### src/rtl/uart_pkg.sv
// Shared types and defaults for the buffered UART: one-hot frame FSM states
// and the parity helper used by both the transmitter and the receiver.
package uart_pkg;

  localparam int DEFAULT_DATA_BITS  = 8;
  localparam int DEFAULT_FIFO_DEPTH = 4;
  localparam int DEFAULT_OVERSAMPLE = 16;
  localparam int DEFAULT_DIV_WIDTH  = 12;

  typedef enum logic [4:0] {
    ST_IDLE   = 5'b00001,
    ST_START  = 5'b00010,
    ST_DATA   = 5'b00100,
    ST_PARITY = 5'b01000,
    ST_STOP   = 5'b10000
  } uart_state_e;

  // Payloads up to 9 bits are zero-extended by the caller; zeros do not change the XOR.
  function automatic logic parity_bit(input logic [8:0] data, input logic odd);
    return (^data) ^ odd;
  endfunction

endpackage

### src/rtl/uart_buffered_if.sv
// Host-side and pin-side signals of the buffered UART. The host (or bench)
// uses the master modport, the UART itself uses the slave modport.
interface uart_buffered_if #(
  parameter int DATA_BITS = uart_pkg::DEFAULT_DATA_BITS,
  parameter int DIV_WIDTH = uart_pkg::DEFAULT_DIV_WIDTH
) ();

  logic [DIV_WIDTH-1:0] baud_div;
  logic                 parity_en;
  logic                 parity_odd;
  logic                 two_stop;
  logic [DATA_BITS-1:0] tx_data;
  logic                 tx_push;
  logic                 tx_full;
  logic                 tx_idle;
  logic                 tx;
  logic                 clear_to_send;
  logic                 rx;
  logic [DATA_BITS-1:0] rx_data;
  logic                 rx_valid;
  logic                 rx_pop;
  logic                 request_to_send;
  logic                 rx_overrun;
  logic                 parity_err;
  logic                 frame_err;
  logic                 err_clear;

  modport master (
    output baud_div, parity_en, parity_odd, two_stop, tx_data, tx_push,
           clear_to_send, rx, rx_pop, err_clear,
    input  tx_full, tx_idle, tx, rx_data, rx_valid, request_to_send,
           rx_overrun, parity_err, frame_err
  );

  modport slave (
    input  baud_div, parity_en, parity_odd, two_stop, tx_data, tx_push,
           clear_to_send, rx, rx_pop, err_clear,
    output tx_full, tx_idle, tx, rx_data, rx_valid, request_to_send,
           rx_overrun, parity_err, frame_err
  );

endinterface

### src/rtl/uart_fifo.sv
// Synchronous first-word-fall-through FIFO; full/empty come from the
// registered count, so a push while full is dropped even with a same-cycle pop.
module uart_fifo #(
  parameter int WIDTH = 8,
  parameter int DEPTH = 4
) (
  input  logic                   clk,
  input  logic                   rst_n,
  input  logic                   push,
  input  logic                   pop,
  input  logic [WIDTH-1:0]       din,
  output logic [WIDTH-1:0]       head,
  output logic                   full,
  output logic                   empty,
  output logic [$clog2(DEPTH):0] count
);

  localparam int AW = $clog2(DEPTH);
  localparam logic [AW:0] FULL_CNT = (AW+1)'(DEPTH);

  logic [WIDTH-1:0] mem [DEPTH];
  logic [AW-1:0]    wr_ptr;
  logic [AW-1:0]    rd_ptr;
  logic             do_push;
  logic             do_pop;

  assign full    = (count == FULL_CNT);
  assign empty   = (count == '0);
  assign do_push = push && !full;
  assign do_pop  = pop && !empty;
  assign head    = mem[rd_ptr];

  // Storage is cleared on reset so the head reads zero while empty after reset.
  always_ff @(posedge clk or negedge rst_n) begin
    if (!rst_n) begin
      wr_ptr <= '0;
      rd_ptr <= '0;
      count  <= '0;
      for (int i = 0; i < DEPTH; i++) mem[i] <= '0;
    end else begin
      if (do_push) begin
        mem[wr_ptr] <= din;
        wr_ptr      <= wr_ptr + 1'b1;
      end
      if (do_pop) rd_ptr <= rd_ptr + 1'b1;
      case ({do_push, do_pop})
        2'b10:   count <= count + 1'b1;
        2'b01:   count <= count - 1'b1;
        default: count <= count;
      endcase
    end
  end

endmodule

### src/rtl/uart_buffered.sv
// FIFO-buffered full-duplex UART: shared oversample tick, TX frame FSM with
// CTS gating at frame start, oversampled RX FSM with false-start rejection.
module uart_buffered
  import uart_pkg::*;
#(
  parameter int DATA_BITS  = DEFAULT_DATA_BITS,
  parameter int FIFO_DEPTH = DEFAULT_FIFO_DEPTH,
  parameter int OVERSAMPLE = DEFAULT_OVERSAMPLE,
  parameter int DIV_WIDTH  = DEFAULT_DIV_WIDTH
) (
  input logic            clk,
  input logic            rst_n,
  uart_buffered_if.slave bus
);

  localparam int SW = $clog2(OVERSAMPLE);
  localparam int BW = 4;
  localparam int CW = $clog2(FIFO_DEPTH) + 1;
  localparam logic [SW-1:0] SUB_LAST = SW'(OVERSAMPLE - 1);
  localparam logic [SW-1:0] SUB_HALF = SW'(OVERSAMPLE / 2 - 1);
  localparam logic [BW-1:0] BIT_LAST = BW'(DATA_BITS - 1);

  logic [DIV_WIDTH-1:0] tick_cnt;
  logic [DIV_WIDTH-1:0] div_q;
  logic                 tick;

  uart_state_e          tx_state, tx_next;
  logic [SW-1:0]        tx_sub;
  logic [BW-1:0]        tx_bit;
  logic [DATA_BITS-1:0] tx_shift;
  logic                 tx_par;
  logic [DATA_BITS-1:0] tx_head;
  logic                 tx_empty;
  logic [CW-1:0]        tx_count;
  logic                 tx_bit_end;
  logic                 tx_start_ok;
  logic                 tx_stop_done;
  logic                 tx_load;

  uart_state_e          rx_state, rx_next;
  logic [1:0]           rx_sync;
  logic                 rx_s;
  logic [SW-1:0]        rx_sub;
  logic [BW-1:0]        rx_bit;
  logic [DATA_BITS-1:0] rx_shift;
  logic                 rx_sample;
  logic                 rx_half;
  logic                 rx_push;
  logic                 rx_full;
  logic                 rx_empty;
  logic [CW-1:0]        rx_count;
  logic                 par_set;
  logic                 frame_set;
  logic                 overrun_set;

  // The divisor is captured at each wrap, so a new baud_div takes effect on the next period.
  assign tick = (tick_cnt == div_q);

  always_ff @(posedge clk or negedge rst_n) begin
    if (!rst_n) begin
      tick_cnt <= '0;
      div_q    <= '0;
    end else if (tick) begin
      tick_cnt <= '0;
      div_q    <= bus.baud_div;
    end else begin
      tick_cnt <= tick_cnt + 1'b1;
    end
  end

  uart_fifo #(.WIDTH(DATA_BITS), .DEPTH(FIFO_DEPTH)) u_tx_fifo (
    .clk   (clk),
    .rst_n (rst_n),
    .push  (bus.tx_push),
    .pop   (tx_load),
    .din   (bus.tx_data),
    .head  (tx_head),
    .full  (bus.tx_full),
    .empty (tx_empty),
    .count (tx_count)
  );

  uart_fifo #(.WIDTH(DATA_BITS), .DEPTH(FIFO_DEPTH)) u_rx_fifo (
    .clk   (clk),
    .rst_n (rst_n),
    .push  (rx_push),
    .pop   (bus.rx_pop),
    .din   (rx_shift),
    .head  (bus.rx_data),
    .full  (rx_full),
    .empty (rx_empty),
    .count (rx_count)
  );

  assign bus.tx_idle         = (tx_count == '0) && (tx_state == ST_IDLE);
  assign bus.rx_valid        = !rx_empty;
  assign bus.request_to_send = ((CW'(FIFO_DEPTH) - rx_count) >= CW'(2));

  assign tx_bit_end   = tick && (tx_sub == SUB_LAST);
  assign tx_start_ok  = !tx_empty && !bus.clear_to_send;
  assign tx_stop_done = tx_bit_end && (tx_bit == (bus.two_stop ? BW'(1) : BW'(0)));

  always_ff @(posedge clk or negedge rst_n) begin
    if (!rst_n) tx_state <= ST_IDLE;
    else        tx_state <= tx_next;
  end

  // A finished stop period chains straight into the next start bit when data is waiting.
  always_comb begin
    tx_next = tx_state;
    case (tx_state)
      ST_IDLE:   if (tick && tx_start_ok) tx_next = ST_START;
      ST_START:  if (tx_bit_end) tx_next = ST_DATA;
      ST_DATA:   if (tx_bit_end && (tx_bit == BIT_LAST))
                   tx_next = bus.parity_en ? ST_PARITY : ST_STOP;
      ST_PARITY: if (tx_bit_end) tx_next = ST_STOP;
      ST_STOP:   if (tx_stop_done) tx_next = tx_start_ok ? ST_START : ST_IDLE;
      default:   tx_next = ST_IDLE;
    endcase
  end

  always_comb begin
    bus.tx  = 1'b1;
    tx_load = 1'b0;
    case (tx_state)
      ST_IDLE:   tx_load = tick && tx_start_ok;
      ST_START:  bus.tx  = 1'b0;
      ST_DATA:   bus.tx  = tx_shift[0];
      ST_PARITY: bus.tx  = tx_par;
      ST_STOP:   tx_load = tx_stop_done && tx_start_ok;
      default:   bus.tx  = 1'b1;
    endcase
  end

  // tx_bit counts data bits in DATA and stop periods in STOP; it restarts on every state change.
  always_ff @(posedge clk or negedge rst_n) begin
    if (!rst_n) begin
      tx_sub   <= '0;
      tx_bit   <= '0;
      tx_shift <= '0;
      tx_par   <= 1'b0;
    end else if (tx_load) begin
      tx_sub   <= '0;
      tx_bit   <= '0;
      tx_shift <= tx_head;
      tx_par   <= parity_bit(9'(tx_head), bus.parity_odd);
    end else if (tick && (tx_state != ST_IDLE)) begin
      if (tx_sub == SUB_LAST) begin
        tx_sub <= '0;
        if (tx_state == ST_DATA) tx_shift <= tx_shift >> 1;
        tx_bit <= (tx_next != tx_state) ? '0 : tx_bit + 1'b1;
      end else begin
        tx_sub <= tx_sub + 1'b1;
      end
    end
  end

  always_ff @(posedge clk or negedge rst_n) begin
    if (!rst_n) rx_sync <= 2'b11;
    else        rx_sync <= {rx_sync[0], bus.rx};
  end

  assign rx_s      = rx_sync[1];
  assign rx_sample = tick && (rx_sub == SUB_LAST);
  assign rx_half   = tick && (rx_sub == SUB_HALF);

  always_ff @(posedge clk or negedge rst_n) begin
    if (!rst_n) rx_state <= ST_IDLE;
    else        rx_state <= rx_next;
  end

  // The start bit is re-checked half a bit in; a line that is high again there was a glitch.
  always_comb begin
    rx_next = rx_state;
    case (rx_state)
      ST_IDLE:   if (tick && !rx_s) rx_next = ST_START;
      ST_START:  if (rx_half) rx_next = rx_s ? ST_IDLE : ST_DATA;
      ST_DATA:   if (rx_sample && (rx_bit == BIT_LAST))
                   rx_next = bus.parity_en ? ST_PARITY : ST_STOP;
      ST_PARITY: if (rx_sample) rx_next = ST_STOP;
      ST_STOP:   if (rx_sample) rx_next = ST_IDLE;
      default:   rx_next = ST_IDLE;
    endcase
  end

  always_comb begin
    rx_push     = 1'b0;
    par_set     = 1'b0;
    frame_set   = 1'b0;
    overrun_set = 1'b0;
    case (rx_state)
      ST_PARITY: par_set = rx_sample && (rx_s != parity_bit(9'(rx_shift), bus.parity_odd));
      ST_STOP: begin
        rx_push     = rx_sample;
        frame_set   = rx_sample && !rx_s;
        overrun_set = rx_sample && rx_full;
      end
      default: rx_push = 1'b0;
    endcase
  end

  always_ff @(posedge clk or negedge rst_n) begin
    if (!rst_n) begin
      rx_sub   <= '0;
      rx_bit   <= '0;
      rx_shift <= '0;
    end else if (rx_state == ST_IDLE) begin
      rx_sub <= '0;
      rx_bit <= '0;
    end else if (tick) begin
      if ((rx_state == ST_START) && (rx_sub == SUB_HALF)) begin
        rx_sub <= '0;
      end else if (rx_sub == SUB_LAST) begin
        rx_sub <= '0;
        if (rx_state == ST_DATA) rx_shift <= {rx_s, rx_shift[DATA_BITS-1:1]};
        rx_bit <= (rx_next != rx_state) ? '0 : rx_bit + 1'b1;
      end else begin
        rx_sub <= rx_sub + 1'b1;
      end
    end
  end

  // Setting wins over err_clear so an error landing in the clear cycle is not lost.
  always_ff @(posedge clk or negedge rst_n) begin
    if (!rst_n) begin
      bus.rx_overrun <= 1'b0;
      bus.parity_err <= 1'b0;
      bus.frame_err  <= 1'b0;
    end else begin
      if (overrun_set)        bus.rx_overrun <= 1'b1;
      else if (bus.err_clear) bus.rx_overrun <= 1'b0;
      if (par_set)            bus.parity_err <= 1'b1;
      else if (bus.err_clear) bus.parity_err <= 1'b0;
      if (frame_set)          bus.frame_err  <= 1'b1;
      else if (bus.err_clear) bus.frame_err  <= 1'b0;
    end
  end

endmodule

### src/flat_wrapper.sv
// flat-port wrapper written by rule: the top's interface ports become plain ports
module uart_buffered_flat import uart_pkg::*;
#(
  parameter int DATA_BITS  = DEFAULT_DATA_BITS,
  parameter int FIFO_DEPTH = DEFAULT_FIFO_DEPTH,
  parameter int OVERSAMPLE = DEFAULT_OVERSAMPLE,
  parameter int DIV_WIDTH  = DEFAULT_DIV_WIDTH
)
  (clk, rst_n, bus_baud_div, bus_parity_en, bus_parity_odd, bus_two_stop, bus_tx_data, bus_tx_push, bus_clear_to_send, bus_rx, bus_rx_pop, bus_err_clear, bus_tx_full, bus_tx_idle, bus_tx, bus_rx_data, bus_rx_valid, bus_request_to_send, bus_rx_overrun, bus_parity_err, bus_frame_err);
  uart_buffered_if #(.DATA_BITS(DATA_BITS), .DIV_WIDTH(DIV_WIDTH)) bus_i ();
  input logic clk;
  input logic rst_n;
  input wire logic [$bits(bus_i.baud_div)-1:0] bus_baud_div;
  input wire logic [$bits(bus_i.parity_en)-1:0] bus_parity_en;
  input wire logic [$bits(bus_i.parity_odd)-1:0] bus_parity_odd;
  input wire logic [$bits(bus_i.two_stop)-1:0] bus_two_stop;
  input wire logic [$bits(bus_i.tx_data)-1:0] bus_tx_data;
  input wire logic [$bits(bus_i.tx_push)-1:0] bus_tx_push;
  input wire logic [$bits(bus_i.clear_to_send)-1:0] bus_clear_to_send;
  input wire logic [$bits(bus_i.rx)-1:0] bus_rx;
  input wire logic [$bits(bus_i.rx_pop)-1:0] bus_rx_pop;
  input wire logic [$bits(bus_i.err_clear)-1:0] bus_err_clear;
  output wire logic [$bits(bus_i.tx_full)-1:0] bus_tx_full;
  output wire logic [$bits(bus_i.tx_idle)-1:0] bus_tx_idle;
  output wire logic [$bits(bus_i.tx)-1:0] bus_tx;
  output wire logic [$bits(bus_i.rx_data)-1:0] bus_rx_data;
  output wire logic [$bits(bus_i.rx_valid)-1:0] bus_rx_valid;
  output wire logic [$bits(bus_i.request_to_send)-1:0] bus_request_to_send;
  output wire logic [$bits(bus_i.rx_overrun)-1:0] bus_rx_overrun;
  output wire logic [$bits(bus_i.parity_err)-1:0] bus_parity_err;
  output wire logic [$bits(bus_i.frame_err)-1:0] bus_frame_err;
  assign bus_i.baud_div = bus_baud_div;
  assign bus_i.parity_en = bus_parity_en;
  assign bus_i.parity_odd = bus_parity_odd;
  assign bus_i.two_stop = bus_two_stop;
  assign bus_i.tx_data = bus_tx_data;
  assign bus_i.tx_push = bus_tx_push;
  assign bus_i.clear_to_send = bus_clear_to_send;
  assign bus_i.rx = bus_rx;
  assign bus_i.rx_pop = bus_rx_pop;
  assign bus_i.err_clear = bus_err_clear;
  assign bus_tx_full = bus_i.tx_full;
  assign bus_tx_idle = bus_i.tx_idle;
  assign bus_tx = bus_i.tx;
  assign bus_rx_data = bus_i.rx_data;
  assign bus_rx_valid = bus_i.rx_valid;
  assign bus_request_to_send = bus_i.request_to_send;
  assign bus_rx_overrun = bus_i.rx_overrun;
  assign bus_parity_err = bus_i.parity_err;
  assign bus_frame_err = bus_i.frame_err;
  uart_buffered #(.DATA_BITS(DATA_BITS), .FIFO_DEPTH(FIFO_DEPTH), .OVERSAMPLE(OVERSAMPLE), .DIV_WIDTH(DIV_WIDTH)) u_core (.clk(clk), .rst_n(rst_n), .bus(bus_i));
endmodule
### config.mk
export PLATFORM = sky130hd
export DESIGN_NAME = uart_buffered_flat
export DESIGN_NICKNAME = d
export VERILOG_FILES = /design/src/rtl/uart_pkg.sv /design/src/rtl/uart_buffered_if.sv /design/src/rtl/uart_fifo.sv /design/src/rtl/uart_buffered.sv /design/src/flat_wrapper.sv
export SDC_FILE = /design/constraint.sdc
export NUM_CORES = 1
export LEC_CHECK = 0
export ABC_AREA = 1
export BUFFER_PORTS_ARGS = -buffer_cell sky130_fd_sc_hd__buf_2
export CAP_MARGIN = 20
export CORE_MARGIN = 2
export CORE_UTILIZATION = 44
export CTS_BUF_LIST = sky130_fd_sc_hd__clkbuf_16
export CTS_CLUSTER_SIZE = 30
export DETAILED_ROUTE_END_ITERATION = 10
export PLACE_DENSITY = 0.59
export SLEW_MARGIN = 20
export SYNTH_ARGS = -nofsm -noshare
export SYNTH_HDL_FRONTEND = slang
export SYNTH_SLANG_ARGS = --single-unit
### constraint.sdc
create_clock -name clk -period 3.6 [get_ports clk]
set_clock_uncertainty 0.05 [all_clocks]
set_input_delay 1.08 -clock clk [delete_from_list [all_inputs] [get_ports clk]]
set_output_delay 1.08 -clock clk [all_outputs]
set_load 0.01 [all_outputs]
==> metrics.txt <==
status complete, no violations; Clock transition at path regs 60 ps; All-Layer GR Usage 0.192; Mapped Area 7690 µm²; vias per std cell 4.97; cts repair resizes 0; TritonCTS clock tree done; Post-Synthesis Cells 949; worst hold path depth 0; Via Count 6149; Critical Path Start Type register; Initial Util 0.448; number of synthesized register bits 150; htree depth 4; Post-Synth Adder-Cell Area 0.0361; Worst-Margin Slew 626 ps; CP Data Required Time 2470 ps; XOR/XNOR Fraction of Synth Area 0.0376; ys flop type dfrtp_1; Final ANT Viol Nets 0; clk_lat worst skew 430 ps; Finished Cell Area 8730 µm²; largest net degree at the start of global routing 67; top achievable clock speed 316 MHz; Die H 136 µm; Rel. slew slack 0.583; drt wl/cell 12.9 µm; synthesis-to-finish area growth 13.5%; worst min path class register to register; setup violators final 0; hold-fix buffers at CTS 0; fin. max-slew vios 0; fin crit share 0.878; final wirelength 16000 µm; Max-Cap Viols 0; multiplexer area fraction after synthesis 0; Max FO, Critical Path 4; I/O pin count 46; Post-Synth Simple-Gate Area 0.248; Synth Area in Compound Gates 0.112; Leak 4.38 nW; vias in the first global route 5927; synth warn 0; drt first-iter violations 427; CTS sink count 150; port bufs 45; RSZ-0062 raised after global routing no; Core Area 17200 µm²; largest family of logic cells by synthesized area simple AND/OR/NAND/NOR gates; most common cell after layout, fill and taps aside nand2_1; initial antenna violation count 0; die area 18500 µm²; antenna cells 0; share of layout cells above drive strength 1 0.116; Reg2Reg Depth 15; GR Overflow Total 0; Mapped Nets 1000; PwrDens 562 nW/µm²; Syn Area/Cell 8.10 µm²; fraction of registers with async set/reset 1.00; WS Path Type register to primary output; die width 136 µm; HPWL Detailed 11000 µm; Tmin final 3160 ps; CP arrival 2030 ps; Post-synth EDFFs 0; Clock Tree Buf Depth 2; post-synth cell types 38; worst IR drop on VDD 0.340 mV; first-pass GRT wire length 28000 µm; Setup TNS 0 ps; routability cong. 0.827; row cnt 48; CTS buffer count 17; most frequent cells in the layout nand2_1, dfrtp_1, inv_1; Hold Vio Cnt, Final 0; fin nets 1049; register area share after synthesis 0.489; Setup Fix Bufs, Post-CTS 0; Root Driver clkbuf_16; DRT Pass-1 Iters 5; Setup crit end kind primary output; placed instance area 8140 µm²; residual DRC count 0
## path summary, 6_finish.rpt
kind / start / endpoint / slack [ps]
max: u_core.tx_state[1] / bus_tx / 440
min in group asynchronous: rst_n / u_core.div_q[10] / 590
max reg2reg: u_core.tick_cnt[2] / u_core.u_tx_fifo.count[2] / 750
max in group asynchronous: rst_n / u_core.u_rx_fifo.mem[3] / 2060
min: u_core.rx_sync[0] / u_core.rx_sync[1] / 310
min reg2reg: u_core.rx_sync[0] / u_core.rx_sync[1] / 310
## cell usage after synthesis, types with 3 or more instances
| cell type | n | area (µm²) |
|---|---|---|
| nand3_1 | 68 | 340 |
| clkbuf_1 | 14 | 52.6 |
| nor2_4 | 3 | 33.8 |
| or2_2 | 3 | 18.8 |
| buf_6 | 6 | 67.6 |
| nor3_1 | 6 | 30.0 |
| nand2_1 | 266 | 998 |
| ha_1 | 19 | 238 |
| dfrtp_1 | 146 | 3650 |
| nor2_1 | 60 | 225 |
| inv_2 | 8 | 30.0 |
| nor4_1 | 4 | 25.0 |
| o21ai_1 | 31 | 155 |
| o21ai_0 | 100 | 500 |
| xnor2_1 | 13 | 114 |
| nand2_4 | 6 | 67.6 |
| dfstp_2 | 4 | 105 |
| a21oi_1 | 10 | 50.1 |
| o22ai_1 | 11 | 68.8 |
| xor2_1 | 20 | 175 |
| inv_1 | 115 | 432 |
| nand4_1 | 13 | 81.3 |
## power breakdown
part / switching (mW) / internal (mW) / total [mW]
clock network: 0.706 / 1.08 / 1.78
registers: 0.145 / 1.91 / 2.06
logic: 0.650 / 0.409 / 1.06
total: 1.50 / 3.40 / 4.90
## metrics by stage
stage                     total power [mW]  hold WS, ps  cells   util  setup WS [ps]
after floorplan                       2.81          295    949      -            570
after global placement                3.13          296   1204  0.474            463
after detailed placement              3.16          297   1204  0.474            453
after CTS                             4.97          306   1236  0.508            428
after global routing                  5.23          315   1236  0.508            178
final                                 4.90          305   1236  0.508            439
## routing by layer
metal  track usage  part of all wire
met5             0                 0
met3        0.0444             0.034
met2         0.305              0.46
met1         0.257              0.49
met4        0.0712             0.018
## layout make-up
type / instances / area (µm²)
fill: 1703 / 8450
sequential: 150 / 3760
multi-input combinational: 653 / 3330
inverter: 123 / 462
clock buffer: 17 / 425
timing repair buffer: 53 / 304
tap: 225 / 282
clock inverter: 15 / 163
## worst max-delay path, stage by stage, from the launching register on
cell and delay, ps:
dfrtp_1 410, nor2_1 150, inv_1 70, nor4_1 250, inv_1 130, nand2_1 100, nor2_1 70, a221o_1 290
buf_2 140
## flip-flops by register name, indices dropped and copies added (netlist names), 2 cells and up
| name | cells |
|---|---|
| u_core.u_tx_fifo.count | 3 |
| u_core.u_tx_fifo.wr_ptr | 2 |
| u_core.tx_bit | 4 |
| u_core.rx_sub | 4 |
| u_core.u_tx_fifo.rd_ptr | 2 |
| u_core.tx_state | 5 |
| u_core.tx_sub | 4 |
| u_core.rx_shift | 8 |
| u_core.rx_bit | 4 |
| u_core.u_rx_fifo.wr_ptr | 2 |
| u_core.u_rx_fifo.rd_ptr | 2 |
| u_core.div_q | 12 |
| u_core.u_rx_fifo.mem | 32 |
| u_core.tick_cnt | 12 |
| u_core.u_tx_fifo.mem | 32 |
| u_core.tx_shift | 8 |
| u_core.rx_sync | 2 |
| u_core.u_rx_fifo.count | 3 |
| u_core.rx_state | 5 |
## logic make-up after synthesis
kind of cell / Yosys count
buf+inv: 146
compound gates: 161
flops: 150
xor+xnor: 33
fa+ha+maj: 21
simple gates: 438
(Power assumes the default switching activity.)
